**config.mk**
```make
export PLATFORM = sky130hd
export DESIGN_NAME = wall_placer
export DESIGN_NICKNAME = d
export VERILOG_FILES = /design/src/rtl/wall_placer.sv
export SDC_FILE = /design/constraint.sdc
export NUM_CORES = 1
export LEC_CHECK = 0
export ABC_CLOCK_PERIOD_IN_PS = 6600
export BUFFER_PORTS_ARGS = -buffer_cell sky130_fd_sc_hd__buf_4
export CAP_MARGIN = 20
export CORE_MARGIN = 1
export CORE_UTILIZATION = 57
export CTS_BUF_LIST = sky130_fd_sc_hd__clkbuf_8
export CTS_CLUSTER_SIZE = 25
export DETAILED_ROUTE_END_ITERATION = 8
export GPL_TIMING_DRIVEN = 0
export HOLD_SLACK_MARGIN = 0.06
export PLACE_DENSITY = 0.78
export SETUP_SLACK_MARGIN = 0.2
export SLEW_MARGIN = 20
export SYNTH_ARGS = -nofsm -noshare
export SYNTH_HDL_FRONTEND = slang
export SYNTH_SLANG_ARGS = --single-unit
export TNS_END_PERCENT = 5
```
**constraint.sdc**
```tcl
create_clock -name Clk -period 6.6 [get_ports Clk]
set_clock_uncertainty 0.05 [all_clocks]
set_input_delay 0.99 -clock Clk [delete_from_list [all_inputs] [get_ports Clk]]
set_output_delay 0.99 -clock Clk [all_outputs]
set_load 0.01 [all_outputs]
```
**src/rtl/wall_placer.sv**
```systemverilog
// wall_placer: on Start, places 1..4 non-overlapping walls at positions drawn from a free-running
// LFSR. After MAX_TRIES rejected candidates for one wall, that wall takes a fixed fallback slot.
module wall_placer #(
    parameter logic [9:0]  X_MAX     = 10'd639,
    parameter logic [9:0]  Y_MAX     = 10'd479,
    parameter logic [9:0]  WALL_W    = 10'd64,
    parameter logic [9:0]  WALL_H    = 10'd64,
    parameter logic [9:0]  MIN_SEP   = 10'd16,
    parameter logic [6:0]  MAX_TRIES = 7'd64,
    parameter logic [15:0] LFSR_SEED = 16'hACE1
) (
    input  logic       Clk,
    input  logic       Reset_n,
    input  logic       Start,
    input  logic [2:0] Num_walls,
    output logic       Busy,
    output logic       Done,
    output logic       Valid,
    output logic [3:0] Wall_en,
    output logic [9:0] X1,
    output logic [9:0] X2,
    output logic [9:0] X3,
    output logic [9:0] X4,
    output logic [9:0] Y1,
    output logic [9:0] Y2,
    output logic [9:0] Y3,
    output logic [9:0] Y4
);

    typedef enum logic [2:0] {StIdle, StGen, StCheck, StCommit, StDone} state_e;

    localparam logic [15:0] SeedEff = (LFSR_SEED == 16'h0000) ? 16'h0001 : LFSR_SEED;
    localparam logic [9:0]  XLim    = X_MAX - WALL_W;
    localparam logic [9:0]  YLim    = Y_MAX - WALL_H;
    localparam logic [10:0] XSep    = {1'b0, WALL_W} + {1'b0, MIN_SEP};
    localparam logic [10:0] YSep    = {1'b0, WALL_H} + {1'b0, MIN_SEP};

    state_e      state_q, state_d;
    logic [15:0] lfsr_q, lfsr_d;
    logic [2:0]  n_q, n_d;
    logic [2:0]  idx_q, idx_d;
    logic [1:0]  j_q, j_d;
    logic [6:0]  tries_q, tries_d;
    logic [9:0]  xc_q, xc_d;
    logic [9:0]  yc_q, yc_d;
    logic [9:0]  xs_q [4];
    logic [9:0]  xs_d [4];
    logic [9:0]  ys_q [4];
    logic [9:0]  ys_d [4];
    logic [3:0]  en_q, en_d;
    logic        busy_q, busy_d;
    logic        done_q, done_d;
    logic        valid_q, valid_d;

    logic [9:0]  x_cand, y_cand, xj, yj, fb_x, fb_y;
    logic [10:0] dx, dy;
    logic [6:0]  tries_inc;
    logic        overlap, reject;

    always_comb begin
        x_cand    = lfsr_q[9:0];
        y_cand    = {lfsr_q[15:10], lfsr_q[3:0]};
        xj        = xs_q[j_q];
        yj        = ys_q[j_q];
        dx        = (xc_q >= xj) ? {1'b0, xc_q - xj} : {1'b0, xj - xc_q};
        dy        = (yc_q >= yj) ? {1'b0, yc_q - yj} : {1'b0, yj - yc_q};
        overlap   = (dx < XSep) && (dy < YSep);
        tries_inc = tries_q + 7'd1;
        unique case (idx_q[1:0])
            2'd0: begin fb_x = 10'd16;  fb_y = 10'd16;  end
            2'd1: begin fb_x = 10'd400; fb_y = 10'd200; end
            2'd2: begin fb_x = 10'd160; fb_y = 10'd320; end
            2'd3: begin fb_x = 10'd560; fb_y = 10'd400; end
        endcase
    end

    always_comb begin
        state_d = state_q;
        lfsr_d  = {lfsr_q[14:0], lfsr_q[15] ^ lfsr_q[13] ^ lfsr_q[12] ^ lfsr_q[10]};
        n_d     = n_q;
        idx_d   = idx_q;
        j_d     = j_q;
        tries_d = tries_q;
        xc_d    = xc_q;
        yc_d    = yc_q;
        xs_d    = xs_q;
        ys_d    = ys_q;
        en_d    = en_q;
        valid_d = valid_q;
        reject  = 1'b0;

        unique case (state_q)
            StIdle: begin
                if (Start) begin
                    n_d     = (Num_walls == 3'd0) ? 3'd1 :
                              ((Num_walls > 3'd4) ? 3'd4 : Num_walls);
                    valid_d = 1'b0;
                    en_d    = 4'd0;
                    xs_d    = '{default: '0};
                    ys_d    = '{default: '0};
                    idx_d   = 3'd0;
                    tries_d = 7'd0;
                    state_d = StGen;
                end
            end
            StGen: begin
                xc_d = x_cand;
                yc_d = y_cand;
                if (x_cand > XLim || y_cand > YLim) begin
                    reject = 1'b1;
                end else if (idx_q == 3'd0) begin
                    state_d = StCommit;
                end else begin
                    j_d     = 2'd0;
                    state_d = StCheck;
                end
            end
            StCheck: begin
                if (overlap) begin
                    reject = 1'b1;
                end else if ({1'b0, j_q} == idx_q - 3'd1) begin
                    state_d = StCommit;
                end else begin
                    j_d = j_q + 2'd1;
                end
            end
            StCommit: begin
                xs_d[idx_q[1:0]] = xc_q;
                ys_d[idx_q[1:0]] = yc_q;
                en_d[idx_q[1:0]] = 1'b1;
                idx_d            = idx_q + 3'd1;
                tries_d          = 7'd0;
                state_d          = (idx_q + 3'd1 == n_q) ? StDone : StGen;
            end
            StDone:  state_d = StIdle;
            default: state_d = StIdle;
        endcase

        // Fallback slots bypass the overlap check and go straight to commit.
        if (reject) begin
            tries_d = tries_inc;
            if (tries_inc == MAX_TRIES) begin
                xc_d    = fb_x;
                yc_d    = fb_y;
                state_d = StCommit;
            end else begin
                state_d = StGen;
            end
        end

        busy_d = (state_d != StIdle);
        done_d = (state_d == StDone);
        if (state_d == StDone) valid_d = 1'b1;
    end

    always_ff @(posedge Clk or negedge Reset_n) begin
        if (!Reset_n) begin
            state_q <= StIdle;
            lfsr_q  <= SeedEff;
            n_q     <= 3'd0;
            idx_q   <= 3'd0;
            j_q     <= 2'd0;
            tries_q <= 7'd0;
            xc_q    <= 10'd0;
            yc_q    <= 10'd0;
            xs_q    <= '{default: '0};
            ys_q    <= '{default: '0};
            en_q    <= 4'd0;
            busy_q  <= 1'b0;
            done_q  <= 1'b0;
            valid_q <= 1'b0;
        end else begin
            state_q <= state_d;
            lfsr_q  <= lfsr_d;
            n_q     <= n_d;
            idx_q   <= idx_d;
            j_q     <= j_d;
            tries_q <= tries_d;
            xc_q    <= xc_d;
            yc_q    <= yc_d;
            xs_q    <= xs_d;
            ys_q    <= ys_d;
            en_q    <= en_d;
            busy_q  <= busy_d;
            done_q  <= done_d;
            valid_q <= valid_d;
        end
    end

    assign Busy    = busy_q;
    assign Done    = done_q;
    assign Valid   = valid_q;
    assign Wall_en = en_q;
    assign X1      = xs_q[0];
    assign X2      = xs_q[1];
    assign X3      = xs_q[2];
    assign X4      = xs_q[3];
    assign Y1      = ys_q[0];
    assign Y2      = ys_q[1];
    assign Y3      = ys_q[2];
    assign Y4      = ys_q[3];

endmodule

```
==> impl_results.md <==
* Status: completed
* Post-Syn Nets at 849
* Overall routing resource usage at 33.2%
* Area Growth Syn to Fin at 17.0%
* Most frequent cell after synthesis: dfrtp_1
* Yosys top cell by area: dfrtp_1
* Starting Density at 58.9%
* Seq/Total Area, Yosys at 45.0%
* VDD IR-drop max at 0.153 mV
* Tcrit/Tclk final at 83.5%
* Worst Min Path Start: lfsr_q[5]$_DFF_PN1_
* Sw Ratio at 22.9%
* CP Launch Point: j_q[0]$_DFFE_PN0P_
* CP Data Arrival Time at 5830 ps
* First-pass GRT wire length at 35800 um
* Clock slew at reported path FFs at 80 ps
* Sequential Power Share at 54.9%
* Number of global-route vias before repair at 6793
* Mapped Avg Cell Area at 9.87 um^2
* Tightest Pin Transition at 1080 ps
* CP peak stage delay at 950 ps
* Post-CTS sizing at 0
* R2r startpoint: j_q[0]$_DFFE_PN0P_
* Worst Hold Class: flip-flop to flip-flop
* Max Freq at 181 MHz
* Pwr dens at 171 nW/um^2
* CP max stage cell: nor4_1
* Leak at 4.20 nW
* Synth Cell Area at 7860 um^2
* Pre-antenna DRT Iters at 5
* CP delay by family, top: compound AO/OA/AOI/OAI gates
* Startpoint Class: flip-flop
* Worst path buffer plus inverter count at 2
* Max Fanout on Critical Path at 10
* Chip width at 119 um
* DRT antenna net count at 0
* Num ports at 93
* Syn Inst Count at 796
* Worst slack, placed at 996 ps
* # clock sinks at 141
* Gpl congestion at 0.902
* RSZ-0062 raised after global routing: false
* Worst skew pair latency at 460 ps
* Total Wirelength at 22600 um
* Switch Pwr at 0.360 mW
* Internal at 1.21 mW
* ANT cells at 0
* CP Cell Sequence: clkbuf_1 -> clkbuf_1 -> mux4_2 -> ha_1 -> and2_1 -> a221oi_1 -> o21ai_0 -> a31oi_1 -> a21oi_1 -> a311oi_1 -> a22oi_1 -> nor4_1 -> nor2_1 -> o21ai_0
* Count of max-cap constraint violations at 0
* Final-report max-slew violation count at 0
* Total power at 1.57 mW
* Kind of critical path: flip-flop to flip-flop
* Num CTS Buffers at 17
* DRC at 0
* Hold buffer count at cts at 0
* # fillers at 1058
* Total Die Area at 14300 um^2
* Worst hold slack at 324 ps
* Post-synth top cells: dfrtp_1, o21ai_0, nand3_1
* Final TNS setup at 0 ps
* # nets final at 961
* Share of the synthesized area in the top cell type at 42.3%
* DR vias at 6902
* CTS root buf: clkbuf_8
* Vias per cell at 6.30
* Ranking of synthesized cells by area: dfrtp_1, ha_1, o21ai_0
* Setup violations, final at 0
* I/O Buffers at 92
* Placed wire-length estimate at 16100 um
* 1st-iter DRT viols at 637
* Setup bufs post-CTS at 0
* Fin crit period at 5510 ps
* Initial antenna violation count at 0
* Die height at 119 um
* Pin count of the biggest net entering global routing at 73
* Ys flop type: dfrtp_1
* Clock power frac at 43.8%
* Post-synth EDFFs at 0
* CP required at 6920 ps
* GRT overflow at 0
* Clock tree buffer depth at 2
* Async SR Flop Fraction at 100%
* Crit end category: flip-flop
* Share of cells above drive strength 1 at 19.2%
* Final instance area at 9190 um^2
* Synthesis-stage register bit count at 141
* DR WL/cell at 20.6 um
* Worst Slack Setup Final at 1090 ps
* Hold Vio Cnt, Final at 0
* Combinational fraction of design power at 1.4%
* Placed Area at 8800 um^2
* Row Count at 42
* TritonCTS clock tree: built
* Yosys warns at 0
* Worst slew margin at 27.3%
* Core Area at 13300 um^2
* Netlist cell types at 69
* H-tree Lvls at 4
-- routing by layer --
metal  wire length [um]  vias to the layer above  share of wire (%)  global-route usage [%]
met5                  0                        -                  0                       0
met4                400                        0                1.8                    11.9
met3               1530                       44                6.8                    6.56
met2              11100                      330                 49                    53.8
met1               9560                     3473                 42                    44.6
li1                   -                     3055                  -                       -
-- placed cells by master (no fill, tap or decap), drive strengths merged, types with 5 or more instances in the layout --
cell type,netlist,layout
nand2b,6,6
dfstp,8,8
nor2b,14,14
buf,11,103
o21a,8,8
o21ai,96,96
clkbuf,37,60
mux2i,13,13
nor2,31,31
nand2,57,57
inv,50,53
mux4,20,20
a21oi,37,37
nand3,89,89
ha,47,47
nand4,5,5
nor3,7,7
xor2,9,9
a21o,10,10
mux2,8,8
dfrtp,133,133
o22ai,6,6
xnor2,12,12
and2,20,20
-- through the flow --
step                      util, %  std cells
after floorplan                 -        796
after global placement       65.7       1064
after detailed placement     66.0       1065
after CTS                    68.9       1096
after global routing         68.9       1096
final                        68.9       1096
-- cells by family after synthesis --
group	Yosys count	synth area share (%)
AND/OR/NAND/NOR	245	15.5
adder cells (fa/ha/maj)	47	7.48
AO/OA/AOI/OAI	203	15.9
buffers and inverters	98	5.05
multiplexers	41	8.72
XOR/XNOR	21	2.34
flip-flops	141	45.0
-- flip-flops by register name (all words and copies together), names as in the netlist --
name and count:
Wall_en 4, Valid 1, Busy 1, idx_q 3, Y4 10, xc_q 10
Y3 10, Done 1, Y2 10, n_q 3, X2 10, X1 10
lfsr_q 16, Y1 10, j_q 2, X4 10, tries_q 7, state_q 3
yc_q 10, X3 10
-- path summary, 6_finish.rpt --
check / endpoint / slack (ps) / cells past startpoint
max in group asynchronous: lfsr_q[6]$_DFF_PN1_ / 5310 / 2
min in group asynchronous: n_q[2]$_DFFE_PN0P_ / 450 / 1
min: lfsr_q[6]$_DFF_PN1_ / 320 / 0
max reg2reg: tries_q[0]$_DFFE_PN0P_ / 1090 / 14
max: tries_q[0]$_DFFE_PN0P_ / 1090 / 14
min reg2reg: lfsr_q[6]$_DFF_PN1_ / 320 / 0
-- worst register-to-register path, delay by kind of cell, from the launching register on --
family	cells	cell delay, ps
DFF	1	330
AOI/OAI and AO/OA	7	1590
and+or+nand+nor	3	1320
buffers and inverters	2	1070
muxes	1	690
adders and majority gates	1	380
-- layout make-up --
cell class	count	area [um^2]	area share [%]
Clock inverter	9	85.1	0.925
Tap cell	176	220	2.40
Sequential cell	141	3540	38.5
Clock buffer	22	303	3.29
Inverter	50	188	2.04
Multi-Input combinational cell	557	3920	42.7
Buffer	48	210	2.29
Timing Repair Buffer	93	726	7.89
-- power by group through the flow --
stage / registers [mW] / clock network [mW] / logic, mW
after floorplan: 0.881 / 0 / 0.000439
after global placement: 0.880 / 0 / 0.0191
after detailed placement: 0.880 / 0 / 0.0225
after CTS: 0.863 / 0.690 / 0.0226
after global routing: 0.863 / 0.724 / 0.0253
final: 0.863 / 0.689 / 0.0213
Power figures use the tool's default switching activity.
